`src/rtl/uart_pkg.sv`:
```
// Shared UART definitions: state encoding, baud divisor helpers and frame length.
// Used by the TX byte block and intended for reuse by the RX block.
package uart_pkg;

    typedef enum logic [1:0] {
        ST_IDLE  = 2'd0,
        ST_START = 2'd1,
        ST_DATA  = 2'd2,
        ST_STOP  = 2'd3
    } uart_state_e;

    // start + 8 data + stop
    localparam int FRAME_BITS = 10;

    function automatic int calc_bps_cnt(input int clk_freq, input int uart_bps);
        return clk_freq / uart_bps;
    endfunction

    function automatic int calc_cnt_w(input int clk_freq, input int uart_bps);
        int n;
        n = calc_bps_cnt(clk_freq, uart_bps);
        return (n < 2) ? 1 : $clog2(n);
    endfunction

endpackage

```
`src/rtl/uart_tx_byte_if.sv`:
```
// Request/serial-line bundle between the byte sequencer and the UART transmitter.
interface uart_tx_byte_if;
    logic       uart_en;
    logic [7:0] uart_din;
    logic       uart_tx_busy;
    logic       uart_txd;

    modport master (
        output uart_en,
        output uart_din,
        input  uart_tx_busy,
        input  uart_txd
    );

    modport slave (
        input  uart_en,
        input  uart_din,
        output uart_tx_busy,
        output uart_txd
    );
endinterface

```
`src/rtl/uart_baud_cnt.sv`:
```
// Bit-period counter: counts 0..BPS_CNT-1, ticks on the last count, synchronous clear.
module uart_baud_cnt #(
    parameter int BPS_CNT = 10,
    parameter int CNT_W   = 4
) (
    input  logic clk_sys,
    input  logic rst_n,
    input  logic clr,
    output logic tick
);

    localparam logic [CNT_W-1:0] CNT_MAX = CNT_W'(BPS_CNT - 1);

    logic [CNT_W-1:0] cnt_q;
    logic [CNT_W-1:0] cnt_d;

    assign tick = (cnt_q == CNT_MAX);

    always_comb begin
        cnt_d = cnt_q;
        if (clr || tick) begin
            cnt_d = '0;
        end else begin
            cnt_d = cnt_q + CNT_W'(1);
        end
    end

    always_ff @(posedge clk_sys or negedge rst_n) begin
        if (!rst_n) begin
            cnt_q <= '0;
        end else begin
            cnt_q <= cnt_d;
        end
    end

endmodule

```
`src/rtl/uart_tx_byte.sv`:
```
// Single-byte 8N1 UART transmitter, LSB first; one frame per rising edge of uart_en.
// busy and txd are registered so the pin has no combinational path.
module uart_tx_byte #(
    parameter int CLK_FREQ = 50_000_000,
    parameter int UART_BPS = 115200
) (
    input  logic           CLK_SYS,
    input  logic           CLK_RST,
    uart_tx_byte_if.slave  tx_if
);
    import uart_pkg::*;

    localparam int BPS_CNT = calc_bps_cnt(CLK_FREQ, UART_BPS);
    localparam int CNT_W   = calc_cnt_w(CLK_FREQ, UART_BPS);

    generate
        if (BPS_CNT < 2) begin : g_bad_bps
            $error("uart_tx_byte: CLK_FREQ/UART_BPS must be at least 2");
        end
    endgenerate

    logic        en_d0_q;
    logic        en_d1_q;
    logic        en_flag;
    uart_state_e state_q,   state_d;
    logic [2:0]  bit_idx_q, bit_idx_d;
    logic [2:0]  bit_nxt;
    logic [7:0]  shift_q,   shift_d;
    logic        busy_q,    busy_d;
    logic        txd_q,     txd_d;
    logic        baud_clr;
    logic        baud_tick;

    assign en_flag  = en_d0_q & ~en_d1_q;
    // Holding the counter at zero in IDLE means it starts fresh on START entry.
    assign baud_clr = (state_q == ST_IDLE);
    assign bit_nxt  = bit_idx_q + 3'd1;

    uart_baud_cnt #(
        .BPS_CNT (BPS_CNT),
        .CNT_W   (CNT_W)
    ) u_baud_cnt (
        .clk_sys (CLK_SYS),
        .rst_n   (CLK_RST),
        .clr     (baud_clr),
        .tick    (baud_tick)
    );

    always_comb begin
        state_d   = state_q;
        bit_idx_d = bit_idx_q;
        shift_d   = shift_q;
        busy_d    = busy_q;
        txd_d     = txd_q;
        case (state_q)
            ST_IDLE: begin
                busy_d = 1'b0;
                txd_d  = 1'b1;
                if (en_flag) begin
                    shift_d   = tx_if.uart_din;
                    bit_idx_d = 3'd0;
                    state_d   = ST_START;
                    busy_d    = 1'b1;
                    txd_d     = 1'b0;
                end
            end
            ST_START: begin
                if (baud_tick) begin
                    state_d   = ST_DATA;
                    bit_idx_d = 3'd0;
                    txd_d     = shift_q[0];
                end
            end
            ST_DATA: begin
                if (baud_tick) begin
                    bit_idx_d = bit_nxt;
                    if (bit_idx_q == 3'd7) begin
                        state_d = ST_STOP;
                        txd_d   = 1'b1;
                    end else begin
                        txd_d   = shift_q[bit_nxt];
                    end
                end
            end
            ST_STOP: begin
                if (baud_tick) begin
                    state_d = ST_IDLE;
                    busy_d  = 1'b0;
                    txd_d   = 1'b1;
                end
            end
            default: begin
                state_d = ST_IDLE;
                busy_d  = 1'b0;
                txd_d   = 1'b1;
            end
        endcase
    end

    always_ff @(posedge CLK_SYS or negedge CLK_RST) begin
        if (!CLK_RST) begin
            en_d0_q   <= 1'b0;
            en_d1_q   <= 1'b0;
            state_q   <= ST_IDLE;
            bit_idx_q <= 3'd0;
            shift_q   <= 8'h00;
            busy_q    <= 1'b0;
            txd_q     <= 1'b1;
        end else begin
            en_d0_q   <= tx_if.uart_en;
            en_d1_q   <= en_d0_q;
            state_q   <= state_d;
            bit_idx_q <= bit_idx_d;
            shift_q   <= shift_d;
            busy_q    <= busy_d;
            txd_q     <= txd_d;
        end
    end

    assign tx_if.uart_tx_busy = busy_q;
    assign tx_if.uart_txd     = txd_q;

endmodule
```
`src/flat_wrapper.sv`:
```
// flat-port wrapper written by rule: the top's interface ports become plain ports
module uart_tx_byte_flat import uart_pkg::*;
#(
    parameter int CLK_FREQ = 50_000_000,
    parameter int UART_BPS = 115200
)
  (CLK_SYS, CLK_RST, tx_if_uart_en, tx_if_uart_din, tx_if_uart_tx_busy, tx_if_uart_txd);
  uart_tx_byte_if tx_if_i ();
  input  logic CLK_SYS;
  input  logic CLK_RST;
  input wire logic [$bits(tx_if_i.uart_en)-1:0] tx_if_uart_en;
  input wire logic [$bits(tx_if_i.uart_din)-1:0] tx_if_uart_din;
  output wire logic [$bits(tx_if_i.uart_tx_busy)-1:0] tx_if_uart_tx_busy;
  output wire logic [$bits(tx_if_i.uart_txd)-1:0] tx_if_uart_txd;
  assign tx_if_i.uart_en = tx_if_uart_en;
  assign tx_if_i.uart_din = tx_if_uart_din;
  assign tx_if_uart_tx_busy = tx_if_i.uart_tx_busy;
  assign tx_if_uart_txd = tx_if_i.uart_txd;
  uart_tx_byte #(.CLK_FREQ(CLK_FREQ), .UART_BPS(UART_BPS)) u_core (.CLK_SYS(CLK_SYS), .CLK_RST(CLK_RST), .tx_if(tx_if_i));
endmodule
```
`config.mk`:
```
export PLATFORM = sky130hd
export DESIGN_NAME = uart_tx_byte_flat
export DESIGN_NICKNAME = d
export VERILOG_FILES = /design/src/rtl/uart_pkg.sv /design/src/rtl/uart_tx_byte_if.sv /design/src/rtl/uart_baud_cnt.sv /design/src/rtl/uart_tx_byte.sv /design/src/flat_wrapper.sv
export SDC_FILE = /design/constraint.sdc
export NUM_CORES = 1
export LEC_CHECK = 0
export ABC_AREA = 1
export CORE_ASPECT_RATIO = 1.25
export CORE_MARGIN = 5
export CORE_UTILIZATION = 55
export DETAILED_ROUTE_END_ITERATION = 10
export PLACE_DENSITY = 0.8
export SLEW_MARGIN = 15
export SYNTH_ARGS = -nofsm -noshare
export SYNTH_HDL_FRONTEND = slang
export SYNTH_SLANG_ARGS = --single-unit
```
`constraint.sdc`:
```
create_clock -name CLK_SYS -period 2.03 [get_ports CLK_SYS]
set_clock_uncertainty 0.2 [all_clocks]
set_input_delay 0.5075 -clock CLK_SYS [delete_from_list [all_inputs] [get_ports CLK_SYS]]
set_output_delay 0.5075 -clock CLK_SYS [all_outputs]
set_load 0.005 [all_outputs]
```
==> reports/results.ini <==
[status]
status=completed

[power_and_ir_drop]
totalPowerFinal_mw=2.03
leakage_nw=0.735
worst_ir_drop_vdd_uv=876
powerDensity_nw_per_um2=1300

[routing]
drt_pass1_iterations=4
vias=1007
top_layer_used=met4
wl_met3_um=76
ant_nets=0
drtIter0Drc=23
routed_wirelength_um=2320
wl_per_cell_um=12.1
viasPerCell=5.24
drc=0
wl_met2_um=1220
met1_length_um=961

[setup_path]
r2r_cells=7
rrSetupSlack_ns=0.20
worstSetupStartpointType=register
slowest_delay_ns=0.50
worst-setup-path-type=register to output pin
crit_family=buffers and inverters
critPathRequiredTime_ns=1.32
r2r_start=u_core.state_q[0]
crit_slowest_cell=clkdlybuf4s50_1
crit_path_max_fanout=2
cp.arrival_ns=1.21
endpoint_kind=output pin
timing.critical_path.buf_inv=1
crit_chain=clkdlybuf4s50_1
reg2reg_to=u_core.state_q[0]

[worst_hold_path]
hold_depth=0
hp-class=register to register
min_from=u_core.en_d0_q
whs_endpoint=u_core.en_d1_q

[final_layout]
nets=180
nFillCells=212
fin_util_pct=65.3
regArea_um2=652
multi_input_area_um2=643
drive_gt1_share_pct=16.4
postLayoutCellArea_um2=1570
syn2layout_area_growth_pct=16.3
diodes=0
layout.cells.non_filler=192

[yosys]
yosysWarnings=0
avgSynthCellArea_um2=9.49
seq_area_frac_synth_pct=48.4
ys_ff_latch=26
synth_area_um2=1350
synthCells=142
ys_types=30
synthesis.nets=162

[die]
fp.dieW_um=54.3
core_um2=2400
start_util_pct=56.1
die-area_um2=3550
io_pins=13
dieHeight_um=65.3
rows=20

[timing]
fin_crit_sh_pct=94.3
min_period_ns=1.91
rsz0062_at_grt=false
hold_viol_final=0
whs_ns=0.198
setup_violations=0
finalSetupTns_ns=0
max_slew_margin_pct=79.5
tightest_slew_ns=0.305
maxSlewViolCount=0
worst_slack_ns=0.117
max_freq_mhz=523

[clock_tree]
cts_tree=built
cts_buffer_depth=2
cts.sinks=26
clock_latency_ns=0.33
clk_pin_slew_ns=0.13
cts_made_buffers=3
root_buffer=clkbuf_4
htree_levels=1

[placed_design]
routabilityCongestion=0.859
placed_cells=188
place_area_um2=1520
portBuffers=12
pre_cts_slack_ns=0.233
hpwl_um=1790

[global_route]
grt_pass1_vias=995
grt_max_degree=27
grt_overflow=0
grt_use_total_pct=16.3
grt_pass1_wl_um=4180
antenna_found_initial=0

[flow_run]
maxCapViolCount=0

==> power by group <==
part           switching (mW)  leakage [nW]  internal [mW]
registers               0.130         0.328          0.693
clock network           0.159        0.0279          0.200
logic                   0.468         0.379          0.381
total                   0.756         0.735           1.27
==> synthesized netlist by cell type <==
library cell  number  area share (%)
a211o_1            1            0.65
a21oi_1            4             1.5
and3_1             1            0.46
and3_2             1            0.56
clkinv_1           1            0.28
dfrtp_1           25              46
dfstp_2            1             2.0
ha_1               9             8.4
inv_1             12             3.3
inv_2              1            0.28
mux2_2             8             6.7
nand2_1           34             9.5
nand2_2            4             1.9
nand3_1            8             3.0
nand3_2            1            0.74
nand3b_1           1            0.56
nand4_1            3             1.4
nor2_1             7             2.0
nor3_1             4             1.5
nor3_2             1            0.74
nor3_4             1             1.2
nor3b_1            2             1.1
nor3b_2            1            0.93
o211ai_1           2             1.1
o21ai_0            2            0.74
o21ai_1            3             1.1
o21ai_2            1            0.65
o21bai_1           1            0.56
or2_1              1            0.46
or2_2              1            0.46
==> how the worst max path moves through the flow <==
stage	cells after the start	to	slack, ns	from
4_1_cts	1	tx_if_uart_tx_busy	0.09	u_core.tx_if.uart_tx_busy
3_5_place_dp	7	u_core.state_q[0]	0.23	u_core.state_q[0]
3_3_place_gp	7	u_core.state_q[0]	0.32	u_core.state_q[0]
2_1_floorplan	7	u_core.state_q[0]	0.39	u_core.state_q[0]
5_1_grt	1	tx_if_uart_tx_busy	0.05	u_core.tx_if.uart_tx_busy
6_report	1	tx_if_uart_tx_busy	0.12	u_core.tx_if.uart_tx_busy
==> per-layer routing <==
metal,up-vias,global-route usage [%]
met5,-,0
met4,0,8.41
met3,7,2.72
met2,18,28.0
met1,476,18.7
li1,506,-
==> logic make-up after synthesis <==
family          count (synthesis)  share of synthesized area, %
compound gates                 14                          6.31
fa+ha+maj                       9                          8.36
buf+inv                        14                          3.90
flops                          26                          48.4
mux                             8                          6.69
simple gates                   71                          26.4
==> area by class of cell <==
class	instances	area share [%]
well taps	33	2.63
inverters	14	3.35
repair buffers	13	8.06
flip-flops and latches	26	41.6
multi-input cells	102	41.0
clock inverters	1	1.92
clock buffers	3	1.44
==> placed cells by master, fill, tap and decap left out, drive strengths merged <==
| master | synthesis | layout |
|---|---|---|
| nand2 | 38 | 38 |
| and3 | 2 | 2 |
| a211o | 1 | 1 |
| o211ai | 2 | 2 |
| nor3b | 3 | 3 |
| mux2 | 8 | 8 |
| a21oi | 4 | 4 |
| dfstp | 1 | 1 |
| nand4 | 3 | 3 |
| clkdlybuf4s50 | 0 | 11 |
| nand3b | 1 | 1 |
| nor3 | 6 | 6 |
| o21ai | 6 | 6 |
| ha | 9 | 9 |
| buf | 0 | 1 |
| o21bai | 1 | 1 |
| inv | 13 | 13 |
| dfrtp | 25 | 25 |
| clkinv | 1 | 1 |
| bufinv | 0 | 1 |
| dlygate4sd2 | 0 | 1 |
| nor2 | 7 | 7 |
| nand3 | 9 | 9 |
| or2 | 2 | 2 |
| clkbuf | 0 | 3 |
==> flip-flops by register name, indices dropped and copies added, names as in the netlist <==
signal and flops:
u_core.bit_idx_q 3, u_core.en_d0_q 1, u_core.en_d1_q 1, u_core.shift_q 8
u_core.state_q 2, u_core.tx_if.uart_tx_busy 1, u_core.tx_if.uart_txd 1, u_core.u_baud_cnt.cnt_q 9
==> timing repair <==
item                                   4_1_cts  5_1_grt
endpoints found under the hold margin        0        0
resized for setup                            1        0
hold buffers                                 0        0
buffers inserted                             0        0
setup endpoints to repair                    1        0
Power figures use the tool's default switching activity.
